===== src/rtl/hex_reader_pkg.sv =====
// Shared types for the seven-segment reader: segment patterns, symbols, status and FSM states.
package hex_reader_pkg;

  localparam logic [6:0] SEG_0     = 7'b1000000;
  localparam logic [6:0] SEG_1     = 7'b1111001;
  localparam logic [6:0] SEG_2     = 7'b0100100;
  localparam logic [6:0] SEG_3     = 7'b0110000;
  localparam logic [6:0] SEG_4     = 7'b0011001;
  localparam logic [6:0] SEG_5     = 7'b0010010;
  localparam logic [6:0] SEG_6     = 7'b0000010;
  localparam logic [6:0] SEG_7     = 7'b1111000;
  localparam logic [6:0] SEG_8     = 7'b0000000;
  localparam logic [6:0] SEG_9     = 7'b0010000;
  localparam logic [6:0] SEG_B     = 7'b0000011;
  localparam logic [6:0] SEG_A     = 7'b0001000;
  localparam logic [6:0] SEG_D     = 7'b0100001;
  localparam logic [6:0] SEG_N     = 7'b0101011;
  localparam logic [6:0] SEG_BLANK = 7'b1111111;

  // Digits occupy codes 0-9 so the enum value doubles as the digit value.
  typedef enum logic [3:0] {
    SYM_D0, SYM_D1, SYM_D2, SYM_D3, SYM_D4, SYM_D5, SYM_D6, SYM_D7, SYM_D8, SYM_D9,
    SYM_B, SYM_A, SYM_D, SYM_N, SYM_BLANK, SYM_UNK
  } sym_e;

  typedef enum logic [1:0] {ST_OK, ST_BAD, ST_BANANA, ST_ERR} status_e;

  typedef enum logic [1:0] {IDLE, SCAN, EVAL, DONE} state_e;

  function automatic logic is_digit(input sym_e s);
    return (s <= SYM_D9);
  endfunction

endpackage


===== src/rtl/hex_reader_if.sv =====
// Bus between the display source / result consumer and hex_reader.
interface hex_reader_if;
  import hex_reader_pkg::*;

  logic [6:0] HEX5, HEX4, HEX3, HEX2, HEX1, HEX0;
  logic       start;
  logic       ready;
  logic       busy;
  logic       valid;
  status_e    status;
  logic [3:0] dig_a;
  logic [3:0] dig_b;
  logic       a_ok;
  logic       b_ok;

  modport master (
    output HEX5, HEX4, HEX3, HEX2, HEX1, HEX0, start, ready,
    input  busy, valid, status, dig_a, dig_b, a_ok, b_ok
  );

  modport slave (
    input  HEX5, HEX4, HEX3, HEX2, HEX1, HEX0, start, ready,
    output busy, valid, status, dig_a, dig_b, a_ok, b_ok
  );
endinterface


===== src/rtl/hex_reader_seg_classify.sv =====
// Combinational map from an active-low {g..a} segment pattern to a symbol.
module seg_classify
  import hex_reader_pkg::*;
(
  input  logic [6:0] pat,
  output sym_e       sym
);
  always_comb begin
    case (pat)
      SEG_0:     sym = SYM_D0;
      SEG_1:     sym = SYM_D1;
      SEG_2:     sym = SYM_D2;
      SEG_3:     sym = SYM_D3;
      SEG_4:     sym = SYM_D4;
      SEG_5:     sym = SYM_D5;
      SEG_6:     sym = SYM_D6;
      SEG_7:     sym = SYM_D7;
      SEG_8:     sym = SYM_D8;
      SEG_9:     sym = SYM_D9;
      SEG_B:     sym = SYM_B;
      SEG_A:     sym = SYM_A;
      SEG_D:     sym = SYM_D;
      SEG_N:     sym = SYM_N;
      SEG_BLANK: sym = SYM_BLANK;
      default:   sym = SYM_UNK;
    endcase
  end
endmodule


===== src/rtl/hex_reader.sv =====
// Snapshots six seven-segment patterns, classifies them one per cycle and reports a status.
// Build option HEXRD_STRICT_EN: any unknown symbol forces ERR (otherwise UNK in HEX2 reads as blank).
module hex_reader
  import hex_reader_pkg::*;
(
  input logic         CLOCK_50,
  input logic         RESET_N,
  hex_reader_if.slave bus
);

  state_e          state_q, state_d;
  logic [5:0][6:0] snap_q, snap_d;
  logic [2:0]      idx_q, idx_d;
  sym_e            sym_q [6];
  sym_e            sym_d [6];
  logic            valid_q, valid_d;
  status_e         status_q, status_d;
  logic [3:0]      dig_a_q, dig_a_d, dig_b_q, dig_b_d;
  logic            a_ok_q, a_ok_d, b_ok_q, b_ok_d;

  logic [5:0][6:0] hex_in;
  logic [6:0]      sel_pat;
  sym_e            cls_sym;

  status_e         ev_status;
  logic [3:0]      ev_dig_a, ev_dig_b;
  logic            ev_a_ok, ev_b_ok;

  assign hex_in = {bus.HEX5, bus.HEX4, bus.HEX3, bus.HEX2, bus.HEX1, bus.HEX0};

  always_comb begin
    sel_pat = SEG_BLANK;
    for (int i = 0; i < 6; i++)
      if (idx_q == 3'(i)) sel_pat = snap_q[i];
  end

  seg_classify u_cls (.pat(sel_pat), .sym(cls_sym));

  // Result evaluation over the six stored symbols.
  always_comb begin
    sym_e h2;
    logic strict_kill;
    logic a_dig, b_dig;
    h2 = sym_q[2];
`ifdef HEXRD_STRICT_EN
    strict_kill = 1'b0;
    for (int i = 0; i < 6; i++)
      if (sym_q[i] == SYM_UNK) strict_kill = 1'b1;
`else
    strict_kill = 1'b0;
    if (h2 == SYM_UNK) h2 = SYM_BLANK;
`endif
    a_dig     = is_digit(sym_q[1]);
    b_dig     = is_digit(sym_q[0]);
    ev_status = ST_ERR;
    ev_dig_a  = '0;
    ev_dig_b  = '0;
    ev_a_ok   = 1'b0;
    ev_b_ok   = 1'b0;
    if (!strict_kill) begin
      if (sym_q[5] == SYM_B && sym_q[4] == SYM_A && sym_q[3] == SYM_N &&
          sym_q[2] == SYM_A && sym_q[1] == SYM_N && sym_q[0] == SYM_A) begin
        ev_status = ST_BANANA;
      end else if ((sym_q[5] == SYM_BLANK && sym_q[4] == SYM_BLANK && sym_q[3] == SYM_BLANK &&
                    h2 == SYM_BLANK && a_dig && b_dig) ||
                   (sym_q[5] == SYM_B && sym_q[4] == SYM_A && sym_q[3] == SYM_D &&
                    h2 == SYM_BLANK)) begin
        ev_status = (sym_q[5] == SYM_B) ? ST_BAD : ST_OK;
        ev_a_ok   = a_dig;
        ev_b_ok   = b_dig;
        ev_dig_a  = a_dig ? 4'(sym_q[1]) : 4'd0;
        ev_dig_b  = b_dig ? 4'(sym_q[0]) : 4'd0;
      end
    end
  end

  always_comb begin
    state_d  = state_q;
    snap_d   = snap_q;
    idx_d    = idx_q;
    sym_d    = sym_q;
    valid_d  = valid_q;
    status_d = status_q;
    dig_a_d  = dig_a_q;
    dig_b_d  = dig_b_q;
    a_ok_d   = a_ok_q;
    b_ok_d   = b_ok_q;
    case (state_q)
      IDLE: begin
        if (bus.start) begin
          snap_d  = hex_in;
          idx_d   = 3'd5;
          state_d = SCAN;
        end
      end
      SCAN: begin
        for (int i = 0; i < 6; i++)
          if (idx_q == 3'(i)) sym_d[i] = cls_sym;
        if (idx_q == 3'd0) state_d = EVAL;
        else               idx_d   = idx_q - 3'd1;
      end
      EVAL: begin
        status_d = ev_status;
        dig_a_d  = ev_dig_a;
        dig_b_d  = ev_dig_b;
        a_ok_d   = ev_a_ok;
        b_ok_d   = ev_b_ok;
        state_d  = DONE;
      end
      DONE: begin
        // valid rises one cycle into DONE; ready is only honoured once it is up.
        valid_d = 1'b1;
        if (valid_q && bus.ready) begin
          valid_d = 1'b0;
          if (bus.start) begin
            snap_d  = hex_in;
            idx_d   = 3'd5;
            state_d = SCAN;
          end else begin
            state_d = IDLE;
          end
        end
      end
      default: state_d = IDLE;
    endcase
  end

  always_ff @(posedge CLOCK_50 or negedge RESET_N) begin
    if (!RESET_N) begin
      state_q  <= IDLE;
      snap_q   <= '0;
      idx_q    <= '0;
      for (int i = 0; i < 6; i++) sym_q[i] <= SYM_D0;
      valid_q  <= 1'b0;
      status_q <= ST_OK;
      dig_a_q  <= '0;
      dig_b_q  <= '0;
      a_ok_q   <= 1'b0;
      b_ok_q   <= 1'b0;
    end else begin
      state_q  <= state_d;
      snap_q   <= snap_d;
      idx_q    <= idx_d;
      sym_q    <= sym_d;
      valid_q  <= valid_d;
      status_q <= status_d;
      dig_a_q  <= dig_a_d;
      dig_b_q  <= dig_b_d;
      a_ok_q   <= a_ok_d;
      b_ok_q   <= b_ok_d;
    end
  end

  assign bus.busy   = (state_q != IDLE);
  assign bus.valid  = valid_q;
  assign bus.status = status_q;
  assign bus.dig_a  = dig_a_q;
  assign bus.dig_b  = dig_b_q;
  assign bus.a_ok   = a_ok_q;
  assign bus.b_ok   = b_ok_q;

endmodule


===== src/flat_wrapper.sv =====
// flat-port wrapper written by rule: the top's interface ports become plain ports
module hex_reader_flat import hex_reader_pkg::*;
  (CLOCK_50, RESET_N, bus_HEX5, bus_HEX4, bus_HEX3, bus_HEX2, bus_HEX1, bus_HEX0, bus_start, bus_ready, bus_busy, bus_valid, bus_status, bus_dig_a, bus_dig_b, bus_a_ok, bus_b_ok);
  hex_reader_if bus_i ();
  input logic CLOCK_50;
  input logic RESET_N;
  input wire logic [$bits(bus_i.HEX5)-1:0] bus_HEX5;
  input wire logic [$bits(bus_i.HEX4)-1:0] bus_HEX4;
  input wire logic [$bits(bus_i.HEX3)-1:0] bus_HEX3;
  input wire logic [$bits(bus_i.HEX2)-1:0] bus_HEX2;
  input wire logic [$bits(bus_i.HEX1)-1:0] bus_HEX1;
  input wire logic [$bits(bus_i.HEX0)-1:0] bus_HEX0;
  input wire logic [$bits(bus_i.start)-1:0] bus_start;
  input wire logic [$bits(bus_i.ready)-1:0] bus_ready;
  output wire logic [$bits(bus_i.busy)-1:0] bus_busy;
  output wire logic [$bits(bus_i.valid)-1:0] bus_valid;
  output wire logic [$bits(bus_i.status)-1:0] bus_status;
  output wire logic [$bits(bus_i.dig_a)-1:0] bus_dig_a;
  output wire logic [$bits(bus_i.dig_b)-1:0] bus_dig_b;
  output wire logic [$bits(bus_i.a_ok)-1:0] bus_a_ok;
  output wire logic [$bits(bus_i.b_ok)-1:0] bus_b_ok;
  assign bus_i.HEX5 = bus_HEX5;
  assign bus_i.HEX4 = bus_HEX4;
  assign bus_i.HEX3 = bus_HEX3;
  assign bus_i.HEX2 = bus_HEX2;
  assign bus_i.HEX1 = bus_HEX1;
  assign bus_i.HEX0 = bus_HEX0;
  assign bus_i.start = bus_start;
  assign bus_i.ready = bus_ready;
  assign bus_busy = bus_i.busy;
  assign bus_valid = bus_i.valid;
  assign bus_status = bus_i.status;
  assign bus_dig_a = bus_i.dig_a;
  assign bus_dig_b = bus_i.dig_b;
  assign bus_a_ok = bus_i.a_ok;
  assign bus_b_ok = bus_i.b_ok;
  hex_reader u_core (.CLOCK_50(CLOCK_50), .RESET_N(RESET_N), .bus(bus_i));
endmodule

===== config.mk =====
export PLATFORM = sky130hd
export DESIGN_NAME = hex_reader_flat
export DESIGN_NICKNAME = d
export VERILOG_FILES = /design/src/rtl/hex_reader_pkg.sv /design/src/rtl/hex_reader_if.sv /design/src/rtl/hex_reader_seg_classify.sv /design/src/rtl/hex_reader.sv /design/src/flat_wrapper.sv
export SDC_FILE = /design/constraint.sdc
export NUM_CORES = 1
export LEC_CHECK = 0
export ABC_CLOCK_PERIOD_IN_PS = 3400
export BUFFER_PORTS_ARGS = -buffer_cell sky130_fd_sc_hd__buf_4
export CORE_ASPECT_RATIO = 1.4
export CORE_UTILIZATION = 45
export CTS_BUF_LIST = sky130_fd_sc_hd__clkbuf_4 sky130_fd_sc_hd__clkbuf_8
export DETAILED_ROUTE_END_ITERATION = 10
export PLACE_DENSITY = 0.71
export SLEW_MARGIN = 20
export SYNTH_ARGS = -nofsm -noshare
export SYNTH_HDL_FRONTEND = slang
export SYNTH_SLANG_ARGS = --single-unit

===== constraint.sdc =====
create_clock -name CLOCK_50 -period 3.4 [get_ports CLOCK_50]
set_input_delay 0.17 -clock CLOCK_50 [delete_from_list [all_inputs] [get_ports CLOCK_50]]
set_output_delay 0.17 -clock CLOCK_50 [all_outputs]
set_load 0.005 [all_outputs]

==> impl_metrics.yaml, run 1 <==
route:
  met1Wirelength_microns: 3830
  dr.pass1.iters: 7
  ant_nets: 0
  via_per_inst: 5.69
  drt-total-wl_microns: 9290
  wire_per_inst_microns: 16.3
  met3_length_microns: 350
  met2WireLength_microns: 4900
  via_count: 3245
  highest_layer: "met4"
  drc: 6
  drt_iter0_markers: 154
setup_path:
  worstPathMaxFanout: 20
  timing.critical_path.buf_inv: 2
  crit_family: "compound AO/OA/AOI/OAI gates"
  critical_path.max_stage_delay_ns: 0.55
  path_cells: "inv_1 > ha_4 > inv_1 > o221a_2 > o21a_1 > or4_1 > or3_1 > a21oi_1 > a31oi_1 > a31oi_1"
  crit_required_ns: 3.68
  worst-path-stages: 10
  rr_worst_depth: 10
  worstSetupPathType: "flip-flop to flip-flop"
  cp-start-kind: "flip-flop"
  crit_path_end_kind: "flip-flop"
  critPathSlowestCell: "or4_1"
  arrival_ns: 3.51
clocking:
  cts.path.max_buffers: 2
  path_clk_slew_ns: 0.09
  clkLatencyLatePin_ns: 0.37
  root_buffer: "clkbuf_8"
  cts_tree: "built"
  cts_sinks: 84
  ctsHtreeMaxLevel: 3
  post_cts_buffers: 0
  numCtsBuffers: 9
synthesis:
  ys.flop_type: "dfrtp_1"
  async_flop_share_pct: 100
  avgSynthCellArea_sq_um: 10.8
  yosysSeqAreaShare_pct: 49.3
  synth_fp_nets: 451
  yosys.cell_types.count: 56
  yosys.area.top_type_share_pct: 49.3
  synth-edff-count: 0
  ys_warn_count: 0
  synth_commonest_cells: "dfrtp_1, mux2_2, nor2_1"
  synthCells: 394
  synth_area_leaders: "dfrtp_1, mux2_2, ha_1, a31oi_1, nor2_1"
  syn_area_sq_um: 4270
  yosysMostFrequentCell: "dfrtp_1"
  synth_top_area_cell: "dfrtp_1"
  synth-seq-cells: 84
final_layout:
  area_growth_pct: 19.8
  fin_cells: 570
  fill_cells: 813
  design_area_sq_um: 5110
  layout-drive-gt1-share_pct: 32.4
  antenna_cells: 0
  fin_nets: 515
worst_hold_path:
  hold_depth: 2
  hold_path.class: "input port to flip-flop"
place:
  port_buffers: 59
  gp_congestion: 0.950
  placed_cell_area_sq_um: 4850
  dp_cells: 553
  hpwl_microns: 6840
global_route:
  grt-ovfl-total: 0
  grtUsageTotal_pct: 20.1
  grt_pass1_vias: 3301
  antenna_found_initial: 0
  grt_max_degree: 85
  grt_first_pass_wirelength_microns: 15300
run:
  drv_cap: 0
floorplan:
  ioPinCount: 60
  core_area_sq_um: 9130
  die_x_microns: 84.3
  die-height_microns: 117
  rows: 41
  initial_core_util_pct: 46.7
  dieArea_sq_um: 9880
sta:
  final.period_utilization_pct: 94.9
  slew_violations: 0
  worst_hold_slack_ns: 0.0220
  fmax_ghz: 0.310
  slew_headroom_pct: 50.1
  min_period_ns: 3.23
  setup_violations: 0
  final-hold-violation-count: 0
  tightestPinTransition_ns: 0.749
  clock_skew_ns: 0.0154
power:
  total_power_uw: 5000
  leakagePower_uw: 0.00223
  vdd_ir_drop_max_uv: 464
  power_density_nw_per_um2: 979
status:
  violations: "DRC"
  status: "finished with violations"
-- registers in the layout (all words and copies together) (netlist names) --
register	flops
u_core.bus.valid	1
u_core.sym_q	24
u_core.bus.a_ok	1
u_core.bus.status	2
u_core.state_q	2
u_core.snap_q	42
u_core.idx_q	3
u_core.bus.dig_b	4
u_core.bus.dig_a	4
u_core.bus.b_ok	1
-- metal layers --
| layer | track usage, % | vias to the layer above |
|---|---|---|
| met2 | 36.6 | 90 |
| met5 | 0 | - |
| met4 | 10.9 | 0 |
| met1 | 22.3 | 1555 |
| met3 | 4.14 | 18 |
| li1 | - | 1582 |
-- cells in the final DEF, fill, tap and decap left out, drive strengths merged, types with 2 or more instances in the layout --
master  instances
nor4            3
inv            10
nor3            5
and3            5
o21a            3
or3             3
nand3b          7
o31ai           4
nand3           6
nand4           7
nor3b           8
a21o            3
nand4b          2
mux2           42
a22o            9
ha             11
a31oi          21
a211oi          7
nor2b          11
nor2           34
or4             2
o221ai          2
nor4b           3
nand2          18
and2            7
o22ai           2
nand2b          3
clkbuf          9
o311a           2
buf            76
clkinv          6
o221a           4
dfrtp          84
a21oi          14
o21ai          15
-- kinds of logic after synthesis --
family                     after synthesis  synth area share, %
buffers and inverters                   34                 3.75
and+or+nand+nor                        127                 16.4
DFF                                     84                 49.3
muxes                                   43                 11.3
adders and majority gates               11                 3.23
AOI/OAI and AO/OA                       94                 15.8
xor gates and xnor gates                 1                0.205
-- layout make-up --
class / instances / area [sq um] / area share, %
flip-flops and latches: 84 / 2100 / 41.2
clock inverters: 7 / 75.1 / 1.47
multi-input cells: 276 / 2050 / 40.1
repair buffers: 77 / 584 / 11.4
clock buffers: 9 / 124 / 2.42
well taps: 107 / 134 / 2.62
inverters: 10 / 37.5 / 0.735
-- worst paths after layout --
| path | from | to | slack, ns |
|---|---|---|---|
| worst max-delay path | u_core.idx_q[1] | u_core.sym_q[22] | 0.17 |
| worst min-delay path | bus_HEX4[5] | u_core.snap_q[33] | 0.02 |
| worst max register to register | u_core.idx_q[1] | u_core.sym_q[22] | 0.17 |
| worst min register to register | u_core.bus.status[1] | u_core.bus.status[1] | 0.49 |
| max in group asynchronous | RESET_N | u_core.idx_q[1] | 2.47 |
| min in group asynchronous | RESET_N | u_core.bus.dig_a[1] | 0.39 |
-- through the flow --
step	setup TNS (ns)	utilization, %	worst slack [ns]
floorplan	0	-	0.334
global placement	0	53.1	0.0989
detailed placement	0	53.1	0.00621
CTS	0	55.3	0.0910
global route	-0.0985	55.9	-0.0394
finish	0	55.9	0.173
-- where the power goes --
part / internal [uW] / switching, uW / leakage (uW) / total [uW]
Combinational: 1180 / 1360 / 0.00113 / 2540
Sequential: 1430 / 309 / 0.000990 / 1740
Clock: 343 / 373 / 0.000104 / 716
-- timing repair --
| item | 4_1_cts | 5_1_grt |
|---|---|---|
| pin swaps | 0 | 1 |
| hold endpoints to repair | 0 | 84 |
| resized for setup | 1 | 8 |
| setup endpoints to repair | 12 | 24 |
| hold buffers | 0 | 1 |
(Power assumes the default switching activity.)
==> run 2, diff against run 1 <==
- ABC_CLOCK_PERIOD_IN_PS: 3400 -> 2600
- HOLD_SLACK_MARGIN: default -> 0.06
- PLACE_DENSITY: 0.71 -> 0.73
- clock period: 3.4 -> 2.6 ns (I/O delays scaled with it)
==> run 2 against run 1 <==
The run ends with DRC, setup timing left. Maximum frequency up 6.2%. Hold slack gained 0.073 ns. Global-route usage grew 4.3 points. First-iteration DRC count grew 18%. Design area is 20% higher.
==> impl_metrics.yaml, run 2 (synthesis gave the netlist of run 1 again) <==
floorplan:
  die-height_microns: 117
  rows: 41
  initial_core_util_pct: 46.7
  die_x_microns: 84.3
  core_area_sq_um: 9130
  ioPinCount: 60
  dieArea_sq_um: 9880
power:
  vdd_ir_drop_max_uv: 632
  leakagePower_uw: 0.00265
  power_density_nw_per_um2: 1280
final_layout:
  final_util_pct: 66.9
  layout-drive-gt1-share_pct: 41.5
  largest_reg_flops: 42
  antenna_cells: 0
  fill_cells: 676
  area_growth_pct: 43.2
  top_register: "u_core.snap_q"
  largestRegisters: "u_core.snap_q: 42 flops, u_core.sym_q: 24 flops"
  fin_nets: 599
  final_common_cell: "buf_4"
  final_cell_mix: "buf_4, dfrtp_1, dlygate4sd3_1, mux2_2, nor2_1"
sta:
  clock_skew_ns: 0.0103
  min_period_ns: 3.04
  tightestPinTransition_ns: 0.736
  final-hold-violation-count: 0
  rsz0062_at_grt: "true"
  slew_headroom_pct: 50.9
  setup_violations: 24
  fin_setup_tns_ns: -8.46
  timing.final.ws_setup_ns: -0.438
  fmax_ghz: 0.329
  final.period_utilization_pct: 117
  slew_violations: 0
run:
  drv_cap: 0
route:
  wire_per_inst_microns: 17.6
  via_per_inst: 5.68
  dr.pass1.iters: 7
  drt-total-wl_microns: 11500
  via_count: 3715
  ant_nets: 0
  drc: 4
  highest_layer: "met4"
  met1Wirelength_microns: 4320
  drt_iter0_markers: 181
  met3_length_microns: 463
  met2WireLength_microns: 6340
global_route:
  antenna_found_initial: 0
  grt_max_degree: 85
  grt_pass1_vias: 3906
  grtUsageTotal_pct: 24.5
  grt_first_pass_wirelength_microns: 18700
  grt-ovfl-total: 0
setup_path:
  rr_endpoint: "u_core.sym_q[6]"
  critical_path.max_stage_delay_ns: 0.42
  crit_path_end_kind: "flip-flop"
  worstPathMaxFanout: 13
  worstSetupPathType: "flip-flop to flip-flop"
  timing.critical_path.buf_inv: 4
  path_common_cell: "buf_4"
  crit_family: "simple AND/OR/NAND/NOR gates"
  rr_worst_depth: 13
  cp-start-kind: "flip-flop"
  crit_path_start: "u_core.idx_q[1]"
  crit_required_ns: 2.89
  arrival_ns: 3.33
  critPathSlowestCell: "dfrtp_1"
  r2r_start: "u_core.idx_q[1]"
  path_cells: "inv_2 > ha_4 > buf_4 > nor2b_1 > o311a_1 > a211oi_2 > buf_4 > or4_4 > or3_1 > a21oi_2 > buf_4 > a31oi_2 > a31oi_1"
  r2r_setup_slack_ns: -0.44
worst_hold_path:
  holdCritStartpoint: "bus_start"
  hold_path_end: "u_core.state_q[0]"
  hold_depth: 3
  hold_path.class: "input port to flip-flop"
place:
  hpwl_microns: 7530
  gp_congestion: 0.937
  port_buffers: 59
  dpl_worst_slack_ns: -0.612
clocking:
  cts_sinks: 84
  clkLatencyLatePin_ns: 0.37
  ctsHtreeMaxLevel: 3
  path_clk_slew_ns: 0.10
  cts.path.max_buffers: 2
  root_buffer: "clkbuf_8"
  cts_tree: "built"
  numCtsBuffers: 9
status:
  violations: "DRC, setup timing"
  status: "finished with violations"
==> run 2: cell count changes in the layout (fill, tap and decap cells not counted), sizes merged <==
cell | previous run | this run
clkinv | 6 | 3
buf | 76 | 118
bufinv | 1 | 0
clkinvlp | 0 | 2
inv | 10 | 12
dlygate4sd3 | 1 | 43
==> run 2: timing repair <==
action                                  4_1_cts  5_1_grt
pin swaps                                    11        5
hold buffers                                 43        0
resized for setup                            37       14
hold endpoints to repair                    126        0
cloned                                        0        1
endpoints found under the setup margin       24       24
buffers inserted                              9        3
==> run 2: final cells by class <==
type                    instances  area [sq um]  area share (%)
repair buffers                161          1390            22.7
inverters                      10          40.0           0.656
flip-flops and latches         84          2100            34.4
clock buffers                   9           124            2.03
multi-input cells             276          2260            37.0
well taps                     107           134            2.19
clock inverters                 7          57.6           0.943
==> run 2: how the worst max path moves through the flow <==
stage | endpoint | slack (ns) | cells after the start
2_1_floorplan | u_core.sym_q[8] | -0.29 | 13
3_3_place_gp | u_core.sym_q[13] | -0.44 | 11
3_5_place_dp | u_core.sym_q[1] | -0.61 | 11
4_1_cts | u_core.sym_q[14] | -0.39 | 12
5_1_grt | u_core.sym_q[8] | -0.54 | 11
6_report | u_core.sym_q[6] | -0.44 | 13
==> run 2: through the flow <==
step / total power [uW] / std cells / instance area (sq um) / hold WS, ns
after global routing: 8280 / 654 / 6110 / 0.0957
final: 7790 / 654 / 6110 / 0.0949
after CTS: 7530 / 650 / 6010 / 0.0874
after floorplan: 4730 / 394 / 4320 / -0.166
after global placement: 6070 / 582 / 5150 / 0.357
after detailed placement: 6200 / 582 / 5150 / 0.367
==> run 2: worst register-to-register path, stage by stage, from the launching register on <==
cell and delay [ns]:
dfrtp_1 0.42, inv_2 0.12, ha_4 0.23, buf_4 0.15
nor2b_1 0.19, o311a_1 0.19, a211oi_2 0.04, buf_4 0.17
or4_4 0.42, or3_1 0.35, a21oi_2 0.22, buf_4 0.15
a31oi_2 0.07, a31oi_1 0.24
==> run 2: layer usage <==
metal | track usage [%] | vias to the layer above
li1 | - | 1755
met1 | 25.5 | 1804
met2 | 47.0 | 117
met3 | 5.19 | 39
met4 | 11.5 | 0
met5 | 0 | -
==> run 2: power breakdown <==
group / switching, uW / internal [uW]
sequential: 431 / 1880
combinational: 2260 / 2350
clock: 522 / 360
total: 3210 / 4580
